## src/rtl/adds_pkg.sv

```systemverilog
// Shared types and helpers for the digit-serial add/subtract unit.
package adds_pkg;

  typedef enum logic [1:0] {
    IDLE = 2'd0,
    RUN  = 2'd1,
    FIN  = 2'd2
  } state_t;

  function automatic int ndig(input int width, input int digit);
    return width / digit;
  endfunction

  // Digit counter width; a single-digit operation still gets a 1-bit counter.
  function automatic int cnt_w(input int width, input int digit);
    return (width / digit) > 1 ? $clog2(width / digit) : 1;
  endfunction

  // Signed min (sign=1) or max (sign=0) for a given width, right-aligned in 64 bits.
  function automatic logic [63:0] sat_value(input int width, input logic sign);
    logic [63:0] msb;
    msb = 64'd1 << (width - 1);
    return sign ? msb : (msb - 64'd1);
  endfunction

endpackage

```

## src/rtl/adds_serial_if.sv

```systemverilog
// Operation request / result bundle for adds_serial, plus FSM state for observation.
interface adds_serial_if
  import adds_pkg::*;
#(
  parameter int WIDTH = 16
);
  // Handshake: start is sampled only while busy is low; operands, m and sat are
  // captured on that same edge. done pulses for one cycle when s and the flags
  // update, and busy stays high from the accept edge until the cycle after done.
  logic             start;
  logic [WIDTH-1:0] a;
  logic [WIDTH-1:0] b;
  logic             m;
  logic             sat;
  logic             busy;
  logic             done;
  logic [WIDTH-1:0] s;
  logic             cout;
  logic             v;
  logic             z;
  logic             neg;
  state_t           state;

  modport master (
    output start, a, b, m, sat,
    input  busy, done, s, cout, v, z, neg, state
  );

  modport slave (
    input  start, a, b, m, sat,
    output busy, done, s, cout, v, z, neg, state
  );

endinterface

```

## src/rtl/adds_digit.sv

```systemverilog
// Combinational DIGIT-bit ripple adder; also exposes the carry into its top bit.
module adds_digit #(
  parameter int DIGIT = 4
) (
  input  logic [DIGIT-1:0] a,
  input  logic [DIGIT-1:0] b,
  input  logic             cin,
  output logic [DIGIT-1:0] sum,
  output logic             cout,
  output logic             cmsb
);

  logic [DIGIT:0] c;

  assign c[0] = cin;

  for (genvar i = 0; i < DIGIT; i++) begin : g_bit
    fa u_fa (
      .a  (a[i]),
      .b  (b[i]),
      .ci (c[i]),
      .s  (sum[i]),
      .co (c[i+1])
    );
  end

  assign cout = c[DIGIT];
  assign cmsb = c[DIGIT-1];

endmodule

```

## src/rtl/fa.sv

```systemverilog
// Single-bit full adder cell.
module fa (
  input  logic a,
  input  logic b,
  input  logic ci,
  output logic s,
  output logic co
);

  assign s  = a ^ b ^ ci;
  assign co = (a & b) | (ci & (a ^ b));

endmodule

```

## src/rtl/adds_serial.sv

```systemverilog
// Digit-serial signed/unsigned add/subtract with carry, overflow, zero and negative
// flags and optional signed saturation. WIDTH must be a multiple of DIGIT, WIDTH <= 64.
module adds_serial
  import adds_pkg::*;
#(
  parameter int WIDTH = 16,
  parameter int DIGIT = 4
) (
  input  logic         clk,
  input  logic         rst_n,
  adds_serial_if.slave bus
);

  localparam int NDIG = ndig(WIDTH, DIGIT);
  localparam int CW   = cnt_w(WIDTH, DIGIT);
  localparam logic [CW-1:0] LAST = CW'(NDIG - 1);

  state_t           state;
  logic [WIDTH-1:0] a_sr;
  logic [WIDTH-1:0] nb_sr;
  logic [WIDTH-1:0] r_sr;
  logic             carry;
  logic             a_sign;
  logic             sat_q;
  logic [CW-1:0]    cnt;

  logic [DIGIT-1:0] dsum;
  logic             dcout;
  logic             dcmsb;
  logic [WIDTH-1:0] raw;
  logic             v_raw;
  logic [WIDTH-1:0] s_fin;

  adds_digit #(.DIGIT(DIGIT)) u_digit (
    .a    (a_sr[DIGIT-1:0]),
    .b    (nb_sr[DIGIT-1:0]),
    .cin  (carry),
    .sum  (dsum),
    .cout (dcout),
    .cmsb (dcmsb)
  );

  // Result shift register with the current digit's sum folded in at the top.
  if (DIGIT == WIDTH) begin : g_one_digit
    assign raw = dsum;
  end else begin : g_multi_digit
    assign raw = {dsum, r_sr[WIDTH-1:DIGIT]};
  end

  // Only meaningful on the last digit, where cmsb is the carry into bit WIDTH-1.
  always_comb begin
    v_raw = dcmsb ^ dcout;
    s_fin = (sat_q && v_raw) ? WIDTH'(sat_value(WIDTH, a_sign)) : raw;
  end

  always_ff @(posedge clk or negedge rst_n) begin
    if (!rst_n) begin
      state    <= IDLE;
      a_sr     <= '0;
      nb_sr    <= '0;
      r_sr     <= '0;
      carry    <= 1'b0;
      a_sign   <= 1'b0;
      sat_q    <= 1'b0;
      cnt      <= '0;
      bus.busy <= 1'b0;
      bus.done <= 1'b0;
      bus.s    <= '0;
      bus.cout <= 1'b0;
      bus.v    <= 1'b0;
      bus.z    <= 1'b0;
      bus.neg  <= 1'b0;
    end else begin
      bus.done <= 1'b0;
      unique case (state)
        IDLE: begin
          if (bus.start) begin
            a_sr     <= bus.a;
            nb_sr    <= bus.b ^ {WIDTH{bus.m}};
            carry    <= bus.m;
            a_sign   <= bus.a[WIDTH-1];
            sat_q    <= bus.sat;
            cnt      <= '0;
            bus.busy <= 1'b1;
            state    <= RUN;
          end
        end
        RUN: begin
          a_sr  <= a_sr >> DIGIT;
          nb_sr <= nb_sr >> DIGIT;
          r_sr  <= raw;
          carry <= dcout;
          if (cnt == LAST) begin
            bus.s    <= s_fin;
            bus.cout <= dcout;
            bus.v    <= v_raw;
            bus.z    <= (s_fin == '0);
            bus.neg  <= s_fin[WIDTH-1];
            bus.done <= 1'b1;
            state    <= FIN;
          end else begin
            cnt <= cnt + 1'b1;
          end
        end
        FIN: begin
          bus.busy <= 1'b0;
          state    <= IDLE;
        end
        default: state <= IDLE;
      endcase
    end
  end

  assign bus.state = state;

endmodule

```

## src/flat_wrapper.sv

```systemverilog
// flat-port wrapper written by rule: the top's interface ports become plain ports
module adds_serial_flat import adds_pkg::*;
#(
  parameter int WIDTH = 16,
  parameter int DIGIT = 4
)
  (clk, rst_n, bus_start, bus_a, bus_b, bus_m, bus_sat, bus_busy, bus_done, bus_s, bus_cout, bus_v, bus_z, bus_neg, bus_state);
  adds_serial_if #(.WIDTH(WIDTH)) bus_i ();
  input  logic clk;
  input  logic rst_n;
  input wire logic [$bits(bus_i.start)-1:0] bus_start;
  input wire logic [$bits(bus_i.a)-1:0] bus_a;
  input wire logic [$bits(bus_i.b)-1:0] bus_b;
  input wire logic [$bits(bus_i.m)-1:0] bus_m;
  input wire logic [$bits(bus_i.sat)-1:0] bus_sat;
  output wire logic [$bits(bus_i.busy)-1:0] bus_busy;
  output wire logic [$bits(bus_i.done)-1:0] bus_done;
  output wire logic [$bits(bus_i.s)-1:0] bus_s;
  output wire logic [$bits(bus_i.cout)-1:0] bus_cout;
  output wire logic [$bits(bus_i.v)-1:0] bus_v;
  output wire logic [$bits(bus_i.z)-1:0] bus_z;
  output wire logic [$bits(bus_i.neg)-1:0] bus_neg;
  output wire logic [$bits(bus_i.state)-1:0] bus_state;
  assign bus_i.start = bus_start;
  assign bus_i.a = bus_a;
  assign bus_i.b = bus_b;
  assign bus_i.m = bus_m;
  assign bus_i.sat = bus_sat;
  assign bus_busy = bus_i.busy;
  assign bus_done = bus_i.done;
  assign bus_s = bus_i.s;
  assign bus_cout = bus_i.cout;
  assign bus_v = bus_i.v;
  assign bus_z = bus_i.z;
  assign bus_neg = bus_i.neg;
  assign bus_state = bus_i.state;
  adds_serial #(.WIDTH(WIDTH), .DIGIT(DIGIT)) u_core (.clk(clk), .rst_n(rst_n), .bus(bus_i));
endmodule
```

## config.mk

```make
export PLATFORM = sky130hd
export DESIGN_NAME = adds_serial_flat
export DESIGN_NICKNAME = d
export VERILOG_FILES = /design/src/rtl/adds_pkg.sv /design/src/rtl/adds_serial_if.sv /design/src/rtl/adds_digit.sv /design/src/rtl/fa.sv /design/src/rtl/adds_serial.sv /design/src/flat_wrapper.sv
export SDC_FILE = /design/constraint.sdc
export NUM_CORES = 1
export LEC_CHECK = 0
export ABC_AREA = 1
export CAP_MARGIN = 20
export CORE_UTILIZATION = 35
export DETAILED_ROUTE_END_ITERATION = 8
export PLACE_DENSITY_LB_ADDON = 0.12
export SETUP_SLACK_MARGIN = 0.05
export SYNTH_ARGS = -nofsm -noshare
export SYNTH_HDL_FRONTEND = slang
export SYNTH_SLANG_ARGS = --single-unit
```

## constraint.sdc

```tcl
create_clock -name clk -period 3.3 [get_ports clk]
set_input_delay 0.66 -clock clk [delete_from_list [all_inputs] [get_ports clk]]
set_output_delay 0.66 -clock clk [all_outputs]
set_load 0.005 [all_outputs]
```

==> reports/results.tsv, run 1 <==
metric	value	unit
Final Skew	0.0114	ns
placed cells	483	
Post-CTS Setup Repair Bufs	0	
initial antenna violation count	0	
CP top delay family	adder cells	
fraction of layout cells with a size suffix above 1	7.93	%
Final #Nets	428	
Critical Path Slowest Stage Cell	fa_1	
DRC	6	
synth warn	0	
TritonCTS Sinks	72	
Vias per Instance	4.82	
Crit path required time	3.59	ns
clk_lat worst skew	0.34	ns
Slew Limit Fails	0	
HP Class	primary input to async pin	
Synth Instances	330	
status	finished, violations left	
non-filler cells, final	499	
Initial Utilization	36.3	%
chip width	97.6	um
fmax	344	MHz
synthesized area	3200	um^2
CTS hold repair buffers	0	
critical path class	register to register	
post-synth top area share	56.3	%
R2R cell count	14	
CTS H-tree depth	3	
HPWL after detailed placement	4.52	mm
post-detailed-routing wire length	6.85	mm
synth top area cells	dfrtp_1 (56%), nand2_1 (14%), xnor2_1 (4.4%)	
max cap viols	0	
Setup violations, final	0	
post-synth top area cell	dfrtp_1	
Main synth FF type	dfrtp_1	
element type at the critical path end	register	
r2r endpoint	u_core.bus.z	
Routed Antenna Nets	0	
# diodes	0	
Period minus WS final	2.90	ns
Worst setup startpoint	u_core.nb_sr[0]	
Seq/Total Area, Yosys	56.3	%
Vias	2403	
Tcrit/Tclk final	88.0	%
met2 usage	25.8	%
Critical Path Most Common Cell	fa_1	
WL/cell	13.7	um
pin count of the biggest net entering global routing	73	
routability cong.	0.759	
global-route wire length before repair	11.9	mm
Syn Nets	372	
core area	8810	um^2
async set-reset flop share out of synthesis	100	%
GRT met3 Usage	4.53	%
violated checks	design-rule violations	
LEAKAGE	1.86	nW
height of the chip	97.6	um
initial DRC count	101	
total global-route track usage	15.8	%
fillers	899	
CP Cell Sequence	fa_1, fa_1, fa_1, inv_1, fa_1, inv_1, nand2_1, nand3_1, buf_4, o21ai_0, nand2_1, nor2_1, nand3_1, nand2_1	
CP Max Fanout	18	
Worst-Margin Slew	0.948	ns
RSZ-0062 raised after global routing	no	
post-cts resize count	0	
Post-synth EDFFs	0	
Yosys cell types	29	
die area	9530	um^2
cell row count	34	
I/O pin count	61	
vias in the first global route	2432	
Fin. Hold Viols	0	
drt pass-1 iters	6	
WP buf/inv	3	
Longest Clk Path Bufs	2	
busiest metal layer after global routing	met2	
GR Layer Usage met1	20.5	%
final global-route overflow total	0	
Critical Path Source Type	register	
Max VDD drop	0.292	mV
worst r2r src	u_core.nb_sr[0]	
area delta synth->final	26.2	%
max_slew headroom	36.6	%
setup slack at placement	0.406	ns
Root Driver	clkbuf_8	
post-layout worst setup margin	0.397	ns
Crit path largest cell delay	0.44	ns
CP arrival	3.19	ns
Reg2Reg Setup Slack	0.40	ns
synthesized flop and latch total	72	
clock-pin transition on the worst setup and hold timing paths	0.07	ns
Num CTS Buffers	9	
PortBufs	60	
CTS tree	built	
syn_area_per_cell	9.70	um^2
pwr/cell area	975	nW/um^2
setup tns final	0	ns
kinds of logic (layout without fill, tap and decap cells):
| kind of cell | count (synthesis) | count (layout) | synth area share (%) |
|---|---|---|---|
| DFF | 72 | 72 | 56.3 |
| and+or+nand+nor | 145 | 145 | 18.6 |
| AOI/OAI and AO/OA | 54 | 54 | 12.0 |
| xor gates and xnor gates | 16 | 16 | 4.38 |
| adders and majority gates | 5 | 5 | 2.89 |
| buffers and inverters | 38 | 99 | 5.79 |
through the flow:
stage / utilization [%] / power, mW / hold WS [ns] / area [um^2]
after floorplan: - / 2.66 / 0.364 / 3200
after global placement: 43.6 / 3.27 / 0.458 / 3840
after detailed placement: 43.6 / 3.30 / 0.467 / 3840
after CTS: 45.9 / 4.01 / 0.484 / 4040
after global routing: 45.9 / 4.29 / 0.503 / 4040
final: 45.9 / 3.94 / 0.422 / 4040
worst max path at each step:
stage	endpoint	slack, ns	cells past startpoint
after CTS	u_core.bus.z	0.37	14
after global placement	u_core.bus.z	0.49	14
after detailed placement	u_core.bus.z	0.41	14
final	u_core.bus.z	0.40	14
after floorplan	u_core.bus.s[0]	0.65	13
after global routing	u_core.bus.z	0.11	14
layout make-up:
class                           count  area [um^2]  area share [%]
Timing Repair Buffer               62          613            15.2
Multi-Input combinational cell    220         1210            30.0
Sequential cell                    72         1800            44.6
Tap cell                          108          135            3.34
Inverter                           21         80.1            1.98
Clock buffer                       10          138            3.41
Clock inverter                      6         58.8            1.46
registers in the layout (all words and copies together) (netlist names):
name              flops
u_core.bus.s         15
u_core.sat_q          1
u_core.a_sign         1
u_core.bus.neg        1
u_core.bus.state      2
u_core.bus.done       1
u_core.bus.v          1
u_core.a_sr          16
u_core.bus.busy       1
u_core.cnt            2
u_core.r_sr          12
u_core.bus.cout       1
u_core.carry          1
u_core.nb_sr         16
u_core.bus.z          1
power breakdown:
group	switching (mW)	total, mW	internal (mW)	leakage (nW)
sequential	0.243	1.53	1.28	0.894
combinational	0.942	1.72	0.781	0.863
clock	0.323	0.688	0.366	0.106
total	1.51	3.94	2.43	1.86
cell usage after synthesis, types with 2 or more instances:
| master | n |
|---|---|
| buf_2 | 6 |
| fa_1 | 4 |
| nand2_1 | 120 |
| a2bb2oi_1 | 14 |
| o21ai_0 | 15 |
| nand2_4 | 2 |
| inv_1 | 14 |
| o21ai_1 | 3 |
| o22ai_1 | 2 |
| a22o_1 | 4 |
| xnor2_1 | 16 |
| nand3_1 | 15 |
| dfrtp_1 | 72 |
| clkbuf_1 | 4 |
| inv_2 | 6 |
| a22oi_1 | 2 |
| buf_6 | 2 |
| nor2_1 | 4 |
| buf_4 | 5 |
| o211ai_1 | 7 |
| o221ai_1 | 5 |
placed cells by master (no fill, tap or decap):
cell type / synthesis / routed
ha_1: 1 / 1
buf_4: 5 / 3
o31ai_1: 1 / 1
nand2_1: 120 / 120
nand3_1: 15 / 15
o211ai_1: 7 / 7
o21ai_1: 3 / 3
clkinv_2: 1 / 5
a2bb2oi_1: 14 / 14
bufinv_16: 0 / 1
clkinv_4: 0 / 1
clkdlybuf4s50_1: 0 / 59
and2_1: 1 / 1
o21ai_0: 15 / 15
o22ai_1: 2 / 2
nand3_2: 1 / 1
nor2_2: 1 / 1
fa_1: 4 / 4
a21oi_1: 1 / 1
o221ai_1: 5 / 5
xnor2_1: 16 / 16
nor2_1: 4 / 4
inv_1: 14 / 14
dfrtp_1: 72 / 72
a22o_1: 4 / 4
nand2_4: 2 / 2
nor2_4: 1 / 1
inv_2: 6 / 6
clkbuf_8: 0 / 10
a22oi_1: 2 / 2
metal layers:
| metal | routed length, um | share of wire [%] |
|---|---|---|
| met4 | 72 | 1.1 |
| met2 | 3220 | 47 |
| met5 | 0 | 0 |
| met1 | 3310 | 48 |
| met3 | 248 | 3.6 |
worst register-to-register path, cell delays in order, from the launching register on:
cell     delay, ns
dfrtp_1       0.40
fa_1          0.44
fa_1          0.40
fa_1          0.40
inv_1         0.10
fa_1          0.21
inv_1         0.07
nand2_1       0.08
nand3_1       0.14
buf_4         0.22
o21ai_0       0.09
nand2_1       0.07
nor2_1        0.10
nand3_1       0.08
nand2_1       0.06
Power figures use the tool's default switching activity.
==> run 2, diff against run 1 <==
ABC_CLOCK_PERIOD_IN_PS = 3300   (was default)
CAP_MARGIN = default   (was 20)
==> results of run 2 <==
The final DEF is identical to that of run 1; final timing and power are the same.
==> run 3, diff against run 2 <==
REMOVE_ABC_BUFFERS = 1   (was default)
==> run 3 against run 2 <==
Compared with the run above:
- the run still ends with design-rule violations left
- sequential share of layout area fell by 0.25 points
- total power rose by 2.0%
- design area rose by 0.56%
- first-iteration DRC count fell by 19%
- global-route usage rose by 0.38 points
- clock skew barely moved
- count of clock-buffer cells in the layout did not move
- cell count rose by 0.20%
- sequential power barely moved
- sequential cell count did not move
- wire length rose by 2.0%
- combinational power barely moved
- largest cell class unchanged
==> reports/results.tsv, run 3 (synthesis results as in run 1) <==
metric	value	unit	change
switch share	38.0	%	was 38.3%
CTS H-tree depth	3		unchanged
RSZ-0062 raised after global routing	no		unchanged
Final #Nets	429		was 428
Reg power frac	38.1	%	was 38.8%
setup tns final	0	ns	unchanged
Vias per Instance	4.80		was 4.82
# diodes	0		unchanged
Power Total	4.02	mW	was 3.94 mW
area delta synth->final	26.9	%	was 26.2%
WL/cell	14.0	um	was 13.7 um
most common cell after layout, fill and taps aside	nand2_1		unchanged
Critical Path Slowest Stage Cell	fa_1		unchanged
global-route wire length before repair	12.1	mm	was 11.9 mm
P_sw	1.53	mW	was 1.51 mW
top flop regs	u_core.a_sr (16), u_core.nb_sr (16), u_core.bus.s (15)		unchanged
drt pass-1 iters	6		unchanged
PortBufs	60		unchanged
chip width	97.6	um	unchanged
Routed Antenna Nets	0		unchanged
fmax	347	MHz	was 344 MHz
total global-route track usage	16.2	%	was 15.8%
final instance area	4060	um^2	was 4040 um^2
post-layout worst setup margin	0.419	ns	was 0.397 ns
Final Skew	0.0119	ns	was 0.0114 ns
initial antenna violation count	0		unchanged
most frequent cells in the layout	nand2_1 (120), dfrtp_1 (72), clkdlybuf4s50_1 (59)		unchanged
CP Max Fanout	19		was 18
Crit path required time	3.59	ns	about the same
Max VDD drop	0.267	mV	was 0.292 mV
pin count of the biggest net entering global routing	73		unchanged
core area	8810	um^2	unchanged
Initial Utilization	36.3	%	unchanged
initial DRC count	82		was 101
clock power share	18.9	%	was 17.5%
Worst-Margin Slew	0.975	ns	was 0.948 ns
post-cts resize count	0		unchanged
Num CTS Buffers	9		unchanged
Post-CTS Setup Repair Bufs	0		unchanged
vias in the first global route	2435		was 2432
HP Class	primary input to async pin		unchanged
fraction of layout cells with a size suffix above 1	7.91	%	was 7.93%
CTS tree	built		unchanged
violated checks	design-rule violations		unchanged
placed inst area	3850	um^2	was 3840 um^2
fillers	852		was 899
element type at the critical path end	register		unchanged
Tcrit/Tclk final	87.3	%	was 88.0%
DRC	4		was 6
setup slack at placement	0.451	ns	was 0.406 ns
TritonCTS Sinks	72		unchanged
status	finished, violations left		unchanged
CP arrival	3.17	ns	was 3.19 ns
max_slew headroom	34.8	%	was 36.6%
clock-pin transition on the worst setup and hold timing paths	0.08	ns	was 0.07 ns
post-detailed-routing wire length	6.99	mm	was 6.85 mm
critical path class	register to register		unchanged
Slew Limit Fails	0		unchanged
pwr/cell area	989	nW/um^2	was 975 nW/um^2
cell row count	34		unchanged
CP Cell Sequence	fa_1, fa_1, fa_1, inv_1, fa_1, inv_1, nand2_1, nand3_1, buf_4, nand2_1, nand2_1, nor2_1, nand3_1, nand2_1		was fa_1, fa_1, fa_1, inv_1, fa_1, inv_1, nand2_1, nand3_1, buf_4, o21ai_0, nand2_1, nor2_1, nand3_1, nand2_1
height of the chip	97.6	um	unchanged
Worst setup startpoint	u_core.nb_sr[0]		unchanged
Gate power share	43.0	%	was 43.7%
FF+latch area	1800	um^2	unchanged
die area	9530	um^2	unchanged
Root Driver	clkbuf_8		unchanged
Crit path largest cell delay	0.44	ns	about the same
HPWL after detailed placement	4.60	mm	was 4.52 mm
Pint	2.49	mW	was 2.43 mW
final hold slack	0.449	ns	was 0.422 ns
final global-route overflow total	0		unchanged
multi-input logic area	1210	um^2	unchanged
clk_lat worst skew	0.35	ns	was 0.34 ns
Fin. Hold Viols	0		unchanged
Period minus WS final	2.88	ns	was 2.90 ns
routability cong.	0.772		was 0.759
Critical Path Source Type	register		unchanged
LEAKAGE	1.87	nW	was 1.86 nW
I/O pin count	61		unchanged
CTS hold repair buffers	0		unchanged
Longest Clk Path Bufs	2		unchanged
worst r2r src	u_core.nb_sr[0]		unchanged
Setup violations, final	0		unchanged
max cap viols	0		unchanged
Vias	2400		was 2403
[run 3: cell count changes in the layout (fill, tap and decap cells not counted), sizes merged]
cell	previous run	this run
bufinv	1	2
clkinv	6	5
buf	3	4
[run 3: power groups by stage]
stage          logic (mW)  clock network [mW]  registers (mW)
3_5_place_dp         1.75                   0            1.55
6_report             1.73               0.758            1.53
4_1_cts              1.75               0.780            1.54
5_1_grt              1.96               0.824            1.59
3_3_place_gp         1.72                   0            1.55
2_1_floorplan        1.07                   0            1.50
[run 3: final timing paths]
check	endpoint	slack [ns]	depth (start not counted)
worst max-delay path	u_core.bus.z	0.42	14
worst min-delay path	u_core.bus.busy	0.45	1
worst max register to register	u_core.bus.z	0.42	14
worst min register to register	u_core.a_sr[15]	0.48	2
max in group asynchronous	u_core.nb_sr[0]	2.26	1
min in group clk	u_core.a_sr[15]	0.48	2
[run 3: final cells by class]
type / count / share of cell area, %
sequential: 72 / 44.3
multi-input combinational: 220 / 29.9
timing repair buffer: 63 / 15.3
tap: 108 / 3.33
clock buffer: 10 / 3.14
clock inverter: 6 / 2.06
inverter: 21 / 1.97
[run 3: critical path, delay by kind of cell (launching register included)]
kind | cells | cell delay, ns
fa+ha+maj | 4 | 1.45
simple gates | 7 | 0.60
flops | 1 | 0.40
buf+inv | 3 | 0.38
[run 3: routing by layer]
layer | vias to the layer above | part of all wire (%) | global-route usage, %
met5 | - | 0 | 0
met4 | 0 | 1.8 | 7.46
met3 | 12 | 4.4 | 3.38
met2 | 62 | 44 | 23.5
met1 | 1134 | 50 | 23.2
li1 | 1192 | - | -
[run 3: through the flow]
stage	std cells	utilization (%)
floorplan	313	-
global placement	484	43.7
detailed placement	484	43.7
CTS	500	46.1
global route	500	46.1
finish	500	46.1
